<file path="src/rtl/apu_frame_counter_pkg.sv">
// apu_pkg: frame sequencer step constants and mode type shared by the frame counter and its users
package apu_pkg;
    localparam int Q1_STEP_DEF    = 7457;
    localparam int Q2_STEP_DEF    = 14913;
    localparam int Q3_STEP_DEF    = 22371;
    localparam int Q4_STEP_M0_DEF = 29829;
    localparam int Q4_STEP_M1_DEF = 37281;
    localparam int PERIOD_M0      = Q4_STEP_M0_DEF + 1;
    localparam int PERIOD_M1      = Q4_STEP_M1_DEF + 1;
    typedef enum logic {
        MODE_4STEP = 1'b0,
        MODE_5STEP = 1'b1
    } frame_mode_t;
endpackage

</file>
<file path="src/rtl/apu_frame_counter_if.sv">
// apu_frame_counter_if: CPU-side register strobes and frame sequencer outputs
interface apu_frame_counter_if;
    logic       cpu_en;
    logic       wr_4017;
    logic [1:0] wr_data;
    logic       rd_4015;
    logic       quarter_frame;
    logic       half_frame;
    logic       frame_irq;
    logic       mode;
    modport master (output cpu_en, wr_4017, wr_data, rd_4015, input quarter_frame, half_frame, frame_irq, mode);
    modport slave  (input cpu_en, wr_4017, wr_data, rd_4015, output quarter_frame, half_frame, frame_irq, mode);
endinterface

</file>
<file path="src/rtl/apu_frame_counter.sv">
// apu_frame_counter: $4017 frame sequencer emitting quarter/half-frame strobes and the frame IRQ flag
module apu_frame_counter
    import apu_pkg::*;
#(
    parameter int Q1_STEP    = Q1_STEP_DEF,
    parameter int Q2_STEP    = Q2_STEP_DEF,
    parameter int Q3_STEP    = Q3_STEP_DEF,
    parameter int Q4_STEP_M0 = Q4_STEP_M0_DEF,
    parameter int Q4_STEP_M1 = Q4_STEP_M1_DEF
) (
    input logic                clk,
    input logic                reset,
    apu_frame_counter_if.slave bus_io
);
    localparam logic [15:0] S1     = 16'(Q1_STEP);
    localparam logic [15:0] S2     = 16'(Q2_STEP);
    localparam logic [15:0] S3     = 16'(Q3_STEP);
    localparam logic [15:0] S4_M0  = 16'(Q4_STEP_M0);
    localparam logic [15:0] S4_M1  = 16'(Q4_STEP_M1);
    localparam logic [15:0] S4_PRE = 16'(Q4_STEP_M0 - 1);
    logic [15:0] count_q, count_d;
    logic [2:0]  delay_q, delay_d;
    frame_mode_t mode_q, mode_d, pend_q, pend_d;
    logic inhibit_q, inhibit_d, irq_q, irq_d, tail_q, tail_d;
    logic quarter_q, quarter_d, half_q, half_d, phase_q;
    logic wr, expire, last, irq_set;
    always_comb begin
        wr        = bus_io.wr_4017;
        expire    = delay_q == 3'd1 && !wr;
        last      = count_q == (mode_q == MODE_5STEP ? S4_M1 : S4_M0);
        inhibit_d = wr ? bus_io.wr_data[0] : inhibit_q;
        irq_set   = mode_q == MODE_4STEP && !inhibit_d && (count_q == S4_PRE || count_q == S4_M0 || tail_q);
        irq_d     = irq_set || (irq_q && !bus_io.rd_4015 && !inhibit_d);
        tail_d    = mode_q == MODE_4STEP && last && !expire;
        count_d   = (expire || last) ? 16'd0 : count_q + 16'd1;
        mode_d    = expire ? pend_q : mode_q;
        pend_d    = wr ? frame_mode_t'(bus_io.wr_data[1]) : pend_q;
        // write loads the restart delay; otherwise it runs down to zero and holds
        delay_d   = wr ? (phase_q ? 3'd4 : 3'd3) : delay_q - 3'(delay_q != 3'd0);
        quarter_d = expire ? (pend_q == MODE_5STEP) : (count_q == S1 || count_q == S2 || count_q == S3 || last);
        half_d    = expire ? (pend_q == MODE_5STEP) : (count_q == S2 || last);
    end
    always_ff @(posedge clk) begin
        if (reset) begin
            count_q   <= '0;
            delay_q   <= '0;
            mode_q    <= MODE_4STEP;
            pend_q    <= MODE_4STEP;
            inhibit_q <= 1'b0;
            irq_q     <= 1'b0;
            tail_q    <= 1'b0;
            quarter_q <= 1'b0;
            half_q    <= 1'b0;
            phase_q   <= 1'b0;
        end else if (bus_io.cpu_en) begin
            count_q   <= count_d;
            delay_q   <= delay_d;
            mode_q    <= mode_d;
            pend_q    <= pend_d;
            inhibit_q <= inhibit_d;
            irq_q     <= irq_d;
            tail_q    <= tail_d;
            quarter_q <= quarter_d;
            half_q    <= half_d;
            phase_q   <= !phase_q;
        end
    end
    assign bus_io.quarter_frame = quarter_q;
    assign bus_io.half_frame    = half_q;
    assign bus_io.frame_irq     = irq_q;
    assign bus_io.mode          = mode_q;
endmodule

</file>
<file path="src/flat_wrapper.sv">
// flat-port wrapper written by rule: the top's interface ports become plain ports
module apu_frame_counter_flat import apu_pkg::*;
#(
    parameter int Q1_STEP    = Q1_STEP_DEF,
    parameter int Q2_STEP    = Q2_STEP_DEF,
    parameter int Q3_STEP    = Q3_STEP_DEF,
    parameter int Q4_STEP_M0 = Q4_STEP_M0_DEF,
    parameter int Q4_STEP_M1 = Q4_STEP_M1_DEF
)
  (clk, reset, bus_io_cpu_en, bus_io_wr_4017, bus_io_wr_data, bus_io_rd_4015, bus_io_quarter_frame, bus_io_half_frame, bus_io_frame_irq, bus_io_mode);
  apu_frame_counter_if bus_io_i ();
  input logic clk;
  input logic reset;
  input wire logic [$bits(bus_io_i.cpu_en)-1:0] bus_io_cpu_en;
  input wire logic [$bits(bus_io_i.wr_4017)-1:0] bus_io_wr_4017;
  input wire logic [$bits(bus_io_i.wr_data)-1:0] bus_io_wr_data;
  input wire logic [$bits(bus_io_i.rd_4015)-1:0] bus_io_rd_4015;
  output wire logic [$bits(bus_io_i.quarter_frame)-1:0] bus_io_quarter_frame;
  output wire logic [$bits(bus_io_i.half_frame)-1:0] bus_io_half_frame;
  output wire logic [$bits(bus_io_i.frame_irq)-1:0] bus_io_frame_irq;
  output wire logic [$bits(bus_io_i.mode)-1:0] bus_io_mode;
  assign bus_io_i.cpu_en = bus_io_cpu_en;
  assign bus_io_i.wr_4017 = bus_io_wr_4017;
  assign bus_io_i.wr_data = bus_io_wr_data;
  assign bus_io_i.rd_4015 = bus_io_rd_4015;
  assign bus_io_quarter_frame = bus_io_i.quarter_frame;
  assign bus_io_half_frame = bus_io_i.half_frame;
  assign bus_io_frame_irq = bus_io_i.frame_irq;
  assign bus_io_mode = bus_io_i.mode;
  apu_frame_counter #(.Q1_STEP(Q1_STEP), .Q2_STEP(Q2_STEP), .Q3_STEP(Q3_STEP), .Q4_STEP_M0(Q4_STEP_M0), .Q4_STEP_M1(Q4_STEP_M1)) u_core (.clk(clk), .reset(reset), .bus_io(bus_io_i));
endmodule
</file>
<file path="config.mk">
export PLATFORM = sky130hd
export DESIGN_NAME = apu_frame_counter_flat
export DESIGN_NICKNAME = d
export VERILOG_FILES = /design/src/rtl/apu_frame_counter_pkg.sv /design/src/rtl/apu_frame_counter_if.sv /design/src/rtl/apu_frame_counter.sv /design/src/flat_wrapper.sv
export SDC_FILE = /design/constraint.sdc
export NUM_CORES = 1
export LEC_CHECK = 0
export CELL_PAD_IN_SITES_DETAIL_PLACEMENT = 1
export CELL_PAD_IN_SITES_GLOBAL_PLACEMENT = 2
export CORE_MARGIN = 4
export CORE_UTILIZATION = 29
export DETAILED_ROUTE_END_ITERATION = 12
export GPL_ROUTABILITY_DRIVEN = 0
export PLACE_DENSITY = 0.7
export REMOVE_ABC_BUFFERS = 1
export SYNTH_ARGS = -nofsm -noshare
export SYNTH_HDL_FRONTEND = slang
export SYNTH_SLANG_ARGS = --single-unit
</file>
<file path="constraint.sdc">
create_clock -name clk -period 2.4 [get_ports clk]
set_input_delay 0.48 -clock clk [delete_from_list [all_inputs] [get_ports clk]]
set_output_delay 0.48 -clock clk [all_outputs]
set_load 0.005 [all_outputs]
</file>
# Yosys cells after proc, flatten, opt, wreduce, memory -nomap -nowiden
# Index checks and enable logic that the tools add are counted.
# word_totals
ff_bits	27
latch_bits	0
mem_bits_rw	0
mem_bits_ro	0
output_inout_bits	4
mem_count	0
# classes
n_addsub	2
multipliers	0
div	0
n_lt_le_gt_ge	0
n_eq_ne	7
shift	0
muxes	7
n_bitwise	1
n_reduce_logical	23
# op_table
cell	n
== test 16 x 15 -> 1 bit (second input constant)	3
2-to-1 mux 16 bit	2
adder 16 x 1 -> 16 bit (second input constant)	1
== test 16 x 13 -> 1 bit (second input constant)	1
== test 16 x 14 -> 1 bit (second input constant)	1
== test 16 bit	1
logical OR 1 bit	8
logical AND 1 bit	7
2-to-1 mux 3 bit	2
logical NOT 1 bit	5
AND reduction 2 bit	2
== test 3 x 1 -> 1 bit (second input constant)	1
2-to-1 mux 1 bit	3
nonzero test 3 bit	1
subtractor 3 x 1 -> 3 bit	1
NOT 1 bit	1

# Longest topological paths before layout
# logic_depth
ltp_word	5
mapped_depth	7

# Least setup slack after synthesis
# No wires, ideal clock.
# synth_path
kind	input to register
from	in bus_io_cpu_en
to	reg u_core.count_q[15]
setup_time_ps	117
arrival_time_ps	1623
path_slack_ps	659
cell_stages	6
path_buffers	1
cell_sequence	clkbuf_1 -> and4_2 -> nand3_1 -> nor4_1 -> xnor2_1 -> nor2_1
# synth_rtl
item	line	source
start, declared	flat_wrapper.sv:14	input wire logic [$bits(bus_io_i.cpu_en)-1:0] bus_io_cpu_en;
end signal, assigned	apu_frame_counter.sv:56	count_q <= count_d;
end, declared	apu_frame_counter.sv:21	logic [15:0] count_q, count_d;

==> metrics <==
DR vias=roughly 1300; crit path DAT=between 2 and 2.5 ns; Register Area=around 540 um^2; die height=roughly 79 um; fin worst setup slack=0.392 ns; pin count of the biggest net entering global routing=22; worst hold stages=2; final wirelength=between 3 and 4 mm; Adder-Cell Fraction of Synth Area=0.0425; xor/xnor cell area share of the yosys netlist=0.0833; Max VDD drop=approximately 260 uV; final setup TNS=0 ns; synthesis-stage register bit count=27; share of the synthesized area in the top cell type=0.367; Boundary Pins=11; Final setup viols=0; Critical Path RT=about 2.6 ns; core area=roughly 0.0048 mm^2; most frequent cell after synthesis=nor2_1; starting density of the core=0.305; Final period util=0.836; # rows=25; post_cts resized=0; YS warnings=0; RSZ-0062 raised after global routing=false; Num CTS Buffers=3; Hold Startpoint=u_core.bus_io.frame_irq; ANT nets after route=0; skew final=slightly below 0.005 ns; Synth Area in Simple Gates=0.327; Cell Area, Synth=about 0.0015 mm^2; H-tree depth=1; Overall Global Routing Usage=0.128; Clock Latency Late Sink=between 0.2 and 0.3 ns; 1st-iter DRT viols=35; clock sink total=27; CP Max Fanout=6; PwrDens=about 510 mW/mm^2; WL/cell=between 10 and 15 um; Lkg Pwr=slightly above 0.6 nW; Synth area leader=dfxtp_1; setup repair bufs after CTS=0; library cells used by synthesis=43; Seq/Total Area, Yosys=0.367; Least-Margin Pin Slew=roughly 0.39 ns; CTS tree=built; root buf cell=clkbuf_8; antenna cells=0; CP peak stage delay=slightly below 0.6 ns; family with the most delay on the worst path=simple AND/OR/NAND/NOR gates; clk slew on worst S/H paths=about 0.1 ns; Hold Path Class=reg2reg; ys async rst share=0; Hold Vio Cnt, Final=0; synthesized area per cell=about 8.5 um^2; final-stage net count=about 200; first-pass GRT wire length=roughly 6.4 mm; Worst R2R Path Depth=5; max-slew violation count=0; initial antenna violation count=0; die area=0.00628 mm^2; Overflow after GRT=0; RR Startpoint=u_core.count_q[14]; Buffers on Ports=10; crit-path cells=clkdlybuf4s50_1, and4_2, nand3_1, nor4_1, xnor2_1, nor2_1; vias per cell=roughly 5.1; max cap viols=0; pre-CTS WS=~0.085 ns; startpoint class of the critical path=input port; Initial DRT Pass Iterations=4; status=completed; Layout area overhead=15.0%; Die Wd=79.2 um; Crit Path Class=in2reg; main area contributors after synthesis=dfxtp_1 37%, nor2_1 7.1%, xor2_1 4.8%; Clock Tree Buf Depth=2; Remaining DRCs=0; Worst slew margin=0.738; Stages on worst setup path=6; hold_buf cts=0; CP max stage cell=clkdlybuf4s50_1; Worst Setup SP=bus_io_cpu_en; Mapped Cells=174; Post-synth EDFFs=0; layout cells sized above 1=0.0656; Primary FF master, synth=dfxtp_1; total power=~0.00086 W; mux cell area share after synthesis=0.0408; number of fill cells=598; main combinational cell family by area after synthesis=simple AND/OR/NAND/NOR gates; Achievable Freq=around 0.5 GHz; Final min period=2.01 ns; area of the multi-input gates=approximately 870 um^2; top post-synthesis cells by count=28 x nor2_1, 27 x dfxtp_1, 13 x nand2_1; Worst Path Buf+Inv=1; vias in the first global route=1350; Post-DP HPWL=about 2.9 mm; CP Capture Type=flip-flop; post-synthesis compound-gate area fraction=0.100
[stage by stage]
stage | utilization | cell area, um^2 | hold slack, ns | cells
finish | 0.351 | 1690 | 0.458 | 250
global route | 0.351 | 1690 | 0.493 | 250
CTS | 0.351 | 1690 | 0.463 | 250
detailed placement | 0.342 | 1650 | 0.449 | 246
global placement | 0.342 | 1650 | 0.436 | 246
floorplan | - | 1430 | 0.439 | 165
[worst paths after layout]
kind	end	slack, ns
max reg2reg	u_core.tail_q	0.47
max	u_core.count_q[15]	0.39
min reg2reg	u_core.bus_io.frame_irq	0.46
min	u_core.bus_io.frame_irq	0.46
[cells by family after synthesis]
| family | after synthesis |
|---|---|
| compound gates | 23 |
| xor+xnor | 14 |
| fa+ha+maj | 5 |
| buf+inv | 14 |
| flops | 27 |
| mux | 6 |
| simple gates | 85 |
[state kept, by name, summed over array words and instances, names as in the netlist]
register                     flops
u_core.phase_q                   1
u_core.pend_q                    1
u_core.bus_io.half_frame         1
u_core.inhibit_q                 1
u_core.delay_q                   3
u_core.count_q                  16
u_core.bus_io.quarter_frame      1
u_core.tail_q                    1
u_core.bus_io.mode               1
u_core.bus_io.frame_irq          1
[cell type report]
class / count / area share
inverters: 5 / 0.0111
repair buffers: 14 / 0.0769
clock buffers: 4 / 0.0266
flip-flops and latches: 27 / 0.320
well taps: 67 / 0.0496
multi-input cells: 133 / 0.516
[placed cells by master (no fill, tap or decap), drive strengths merged, types with 4 or more instances in the layout]
master         synthesis  final
xor2                   8      8
nor2                  28     28
dfxtp                 27     27
nand2b                 4      4
mux2i                  6      6
o21ai                  4      4
a21oi                 10     10
nand3                  8      8
clkdlybuf4s50          0     10
nand2                 13     13
buf                    4      4
xnor2                  6      6
clkbuf                 5      4
inv                    5      5
nand4                  6      6
ha                     5      5
[report_power, final]
| group | switching [W] | leakage, nW | internal [W] |
|---|---|---|---|
| logic | 0.0000622 | 0.380 | 0.0000548 |
| clock network | 0.000144 | 0.0228 | 0.000119 |
| registers | 0.0000163 | 0.219 | 0.000462 |
| total | 0.000223 | 0.622 | 0.000636 |
[layer usage]
layer,vias up,routed length [um],GRT usage
met5,-,0,0
met4,0,23,0.0155
met3,2,59,0.0283
met2,6,1990,0.250
met1,637,1640,0.143
li1,631,-,-
[worst reg2reg max path: stages, from the launching register on]
cell and delay, ns:
dfxtp_1 0.47, nand4bb_1 0.17, nor4b_1 0.36, o211ai_2 0.21
or4b_1 0.50, a21oi_1 0.15
Power figures use the tool's default switching activity.
==> edit 1: new RTL, same flow settings <==
Compare `count_q` against `S2` with >= in place of ==.
--- a/src/rtl/apu_frame_counter.sv
+++ b/src/rtl/apu_frame_counter.sv
@@ -38,5 +38,5 @@
         // write loads the restart delay; otherwise it runs down to zero and holds
         delay_d   = wr ? (phase_q ? 3'd4 : 3'd3) : delay_q - 3'(delay_q != 3'd0);
-        quarter_d = expire ? (pend_q == MODE_5STEP) : (count_q == S1 || count_q == S2 || count_q == S3 || last);
+        quarter_d = expire ? (pend_q == MODE_5STEP) : (count_q == S1 || count_q >= S2 || count_q == S3 || last);
         half_d    = expire ? (pend_q == MODE_5STEP) : (count_q == S2 || last);
     end
Check against the original RTL: no difference found for any inputs over 10 cycles, from zero or initial values and one cycle with reset high; that may be too few to reach the edited logic, so the function may still have changed.
==> edit 1 against the original RTL <==
Setup slack got worse by 49 ps; non-clock buffer count increased by 2; design area increased by 3.7%; wire length increased by 9.9%; total power decreased by 0.48%; sequential power decreased by 1%; sequential cell count unchanged; synthesized area increased by 3.5%; count of clock-buffer cells in the layout decreased by 1; largest power group unchanged.
==> edit 1: results (changes against the original RTL) <==
* Largest delay contributor family on the critical path: simple AND/OR/NAND/NOR gates
* Biggest regs: u_core.count_q x16, u_core.delay_q x3
* Leak Pwr at 0.000559 uW (-10%)
* Via count at 1,390 (+8.9%)
* Register area share after synthesis at 35.5% (-1.2 points)
* FF-to-FF Start: u_core.count_q[3]$_SDFFE_PP0P_
* Worst R2R End: u_core.tail_q$_SDFFE_PP0P_
* Post-synth top flop: dfxtp_1
* PostCTS Resize Cnt at 0 (unchanged)
* Post-CTS setup buffer count at 0 (unchanged)
* WP data arrival at 2280 ps (+100 ps)
* Antenna violations before repair at 0 (unchanged)
* Final WL at 4090 um (+9.9%)
* # DRC at 0 (unchanged)
* Vias in the first global route at 1,484 (+9.9%)
* ANT cells at 0 (unchanged)
* Final Skew at 4.92 ps (+0.0199 ps)
* Most area-consuming cells after synthesis: dfxtp_1 (35%), xnor2_1 (5.8%), nor3_1 (5.3%), ha_1 (4.9%), nand2_1 (4.9%)
* Unique masters post-synth at 39 (-9.3%)
* Worst hold slack at 473 ps (+15.2 ps)
* Ys async rst share at 0% (unchanged)
* Mux share of post-synthesis cell area at 1.31% (-2.8 points)
* H-Tree Depth at 1 (unchanged)
* Maximum fanout along the worst path at 7 (+1)
* Area after DPL at 1710 um2 (+3.6%)
* Slew HR at 65.9% (-7.9 points)
* Inst Count DP at 267 (+8.5%)
* Max cap viols at 0 (unchanged)
* Hold Path Class: register to register
* First DRT Iteration DRCs at 100 (+190%)
* Worst hold path startpoint: u_core.bus_io.half_frame$_SDFFE_PP0P_
* XOR/XNOR share of the synthesized area at 8.05% (-0.28 points)
* Share of cells above drive strength 1 at 6.97% (+0.41 points)
* Hold path cells at 2 (unchanged)
* Ys Warns at 0 (unchanged)
* DR WL/cell at 15.1 um (+1.4%)
* Pin count of the biggest net entering global routing at 28 (+27%)
* Number of buffers created by CTS at 3 (unchanged)
* GRT Overall Usage at 14.5% (+1.8 points)
* Final HPWL from detailed placement at 3100 um (+7.4%)
* Synth Instances at 193 (+11%)
* Status: finished clean
* Pre-CTS setup slack at 259 ps (+174 ps)
* Top cells by count, synth: dfxtp_1 (27), nand2_1 (20), nor2_1 (20)
* Nets at 215 (+9.7%)
* Clock Path Buffers at 2 (unchanged)
* Slowest cell on crit path: or4_4
* Worst VDD drop at 263 uV (about the same)
* Post-synthesis compound-gate area fraction at 12.2% (+2.1 points)
* First-pass GRT wire length at 7360 um (+14%)
* Post-Synth Adder-Cell Area at 4.93% (+0.68 points)
* Worst path max stage delay at 570 ps
* R2r setup slk at 340 ps (-130 ps)
* Hold endpoint: u_core.bus_io.half_frame$_SDFFE_PP0P_
-- edit 1: worst reg2reg max path, delay by kind of cell (launching register included) --
family	cells	cell delay (ps)
flops	1	390
simple gates	3	1240
compound gates	2	370
-- edit 1: layout make-up --
cell class	count	area, um2
clock inverter	1	7.51
sequential	27	541
timing repair buffer	16	145
clock buffer	3	41.3
multi-input combinational	145	898
fill	626	3350
inverter	9	33.8
tap	70	87.6
-- edit 1: metal layers --
metal / track usage [%] / part of all wire, % / vias up
met2: 24.6 / 49 / 20
met5: 0 / 0 / -
met3: 2.35 / 3.0 / 4
met1: 18.8 / 47 / 673
met4: 4.56 / 1.2 / 0
li1: - / - / 693
-- edit 1: logic make-up after synthesis --
group           after synthesis
flops                        27
compound gates               28
xor+xnor                     14
fa+ha+maj                     6
simple gates                 95
buf+inv                      21
mux                           2
-- edit 1: worst max-delay path by stage --
stage	from	end	slack [ps]	cells past startpoint
6_report	u_core.count_q[3]$_SDFFE_PP0P_	u_core.tail_q$_SDFFE_PP0P_	340	5
5_1_grt	u_core.count_q[3]$_SDFFE_PP0P_	u_core.tail_q$_SDFFE_PP0P_	230	5
4_1_cts	u_core.count_q[3]$_SDFFE_PP0P_	u_core.tail_q$_SDFFE_PP0P_	310	5
3_5_place_dp	bus_io_wr_4017	u_core.bus_io.half_frame$_SDFFE_PP0P_	260	6
3_3_place_gp	bus_io_wr_4017	u_core.bus_io.half_frame$_SDFFE_PP0P_	250	6
2_1_floorplan	u_core.count_q[3]$_SDFFE_PP0P_	u_core.count_q[10]$_SDFFE_PP0P_	360	5
-- edit 1: power breakdown --
part | internal [uW] | total [uW] | switching, uW
clock network | 118 | 276 | 158
registers | 460 | 473 | 12.7
logic | 48.6 | 106 | 56.9
==> edit 2: new RTL, config.mk and constraints unchanged <==
Without the edit above. Make the reset (`reset`) asynchronous in one clocked block.
--- a/src/rtl/apu_frame_counter.sv
+++ b/src/rtl/apu_frame_counter.sv
@@ -41,5 +41,5 @@
         half_d    = expire ? (pend_q == MODE_5STEP) : (count_q == S2 || last);
     end
-    always_ff @(posedge clk) begin
+    always_ff @(posedge clk or posedge reset) begin
         if (reset) begin
             count_q   <= '0;
Behaviour: differs if reset is asserted again (counterexample within 10 cycles, from zero or initial values and one cycle with reset high); with reset held inactive, the same outputs for 10 cycles.
==> edit 2 against the original RTL <==
Synthesized area rose by 8.2%; sequential cell count stayed put; wire length is 6.8% higher; setup slack lost 25 ps; via count up 3.8%; design area up 8.7%; die area grew 7.4%; synthesized cell count up 0.57%.
Power is not compared: it rests on default switching activity, and its combinational part moved more than twofold at a synthesized area within 25%.
==> edit 2: results (changes against the original RTL) <==
* Status: finished clean
* Top cells by count, synth: dfrtp_1 (27), nand2_1 (16), nor2_1 (13)
* GRT Overall Usage at 13.4% (+0.57 points)
* Met2 WL post-DR at 1900 um (-4.3%)
* Worst path max stage delay at 450 ps (-130 ps)
* Share of cells above drive strength 1 at 13.3% (+6.7 points)
* First DRT Iteration DRCs at 83 (+140%)
* Ys async rst share at 100% (+100 points)
* First-pass GRT wire length at 6910 um (+7.4%)
* Final Instance Count excl. Fillers at 258 (+3.2%)
* M1 WL at 1950 um (+19%)
* Vias in the first global route at 1,397 (+3.5%)
* Worst hold path startpoint: u_core.bus_io.quarter_frame$_DFFE_PP0P_
* Nets at 201 (+2.6%)
* Pre-CTS setup slack at 258 ps (+172 ps)
* Register area share after synthesis at 42.4% (+5.7 points)
* FILL cells at 628 (+5.0%)
* Unique masters post-synth at 39 (-9.3%)
* Final Skew at 7.89 ps (+2.99 ps)
* Area after DPL at 1790 um2 (+8.7%)
* Worst-Margin Slew at 466 ps (+78.5 ps)
* Critical Path Start: u_core.count_q[3]$_DFFE_PP0P_
* FF-to-FF Start: u_core.count_q[3]$_DFFE_PP0P_
* Pin count of the biggest net entering global routing at 28 (+27%)
* Most area-consuming cells after synthesis: dfrtp_1 (42%), ha_1 (3.9%), nor2_2 (3.9%), o21ai_0 (3.8%), nand2_1 (3.8%)
* WP data arrival at 2200 ps (+20 ps)
* Inst Count DP at 254 (+3.3%)
edit 2: area by class of cell:
| type | count | area [um2] | area share (%) |
|---|---|---|---|
| clock buffers | 3 | 41.3 | 2.24 |
| clock inverters | 1 | 7.51 | 0.408 |
| inverters | 11 | 41.3 | 2.24 |
| multi-input cells | 130 | 841 | 45.7 |
| flip-flops and latches | 27 | 676 | 36.7 |
| well taps | 70 | 87.6 | 4.76 |
| repair buffers | 16 | 145 | 7.89 |
edit 2: path summary, 6_finish.rpt:
check / to / slack [ps] / depth (start not counted)
setup reg to reg: u_core.count_q[15]$_DFFE_PP0P_ / 370 / 6
hold / removal: u_core.bus_io.quarter_frame$_DFFE_PP0P_ / 500 / 1
max in group asynchronous: u_core.count_q[6]$_DFFE_PP0P_ / 1570 / 3
min in group asynchronous: u_core.phase_q$_DFFE_PP0P_ / 550 / 3
setup / recovery: u_core.count_q[15]$_DFFE_PP0P_ / 370 / 6
hold reg to reg: u_core.bus_io.quarter_frame$_DFFE_PP0P_ / 500 / 1
edit 2: worst max-delay path: cells and delay by family (launching register included):
kind | cells | cell delay [ps]
AOI/OAI and AO/OA | 2 | 620
and+or+nand+nor | 3 | 620
DFF | 1 | 450
buffers and inverters | 1 | 230
edit 2: cell families after synthesis:
logic type                 count (synthesis)  share of synthesized area (%)
DFF                                       27                           42.4
muxes                                      5                           3.38
and+or+nand+nor                           81                           28.2
buffers and inverters                     18                           4.79
xor gates and xnor gates                  12                           6.60
adders and majority gates                  5                           3.93
AOI/OAI and AO/OA                         27                           10.7
edit 2: metal layers:
metal | global-route usage [%] | vias up
met5 | 0 | -
met4 | 3.49 | 0
met3 | 2.28 | 2
met2 | 22.5 | 16
met1 | 17.7 | 671
li1 | - | 636
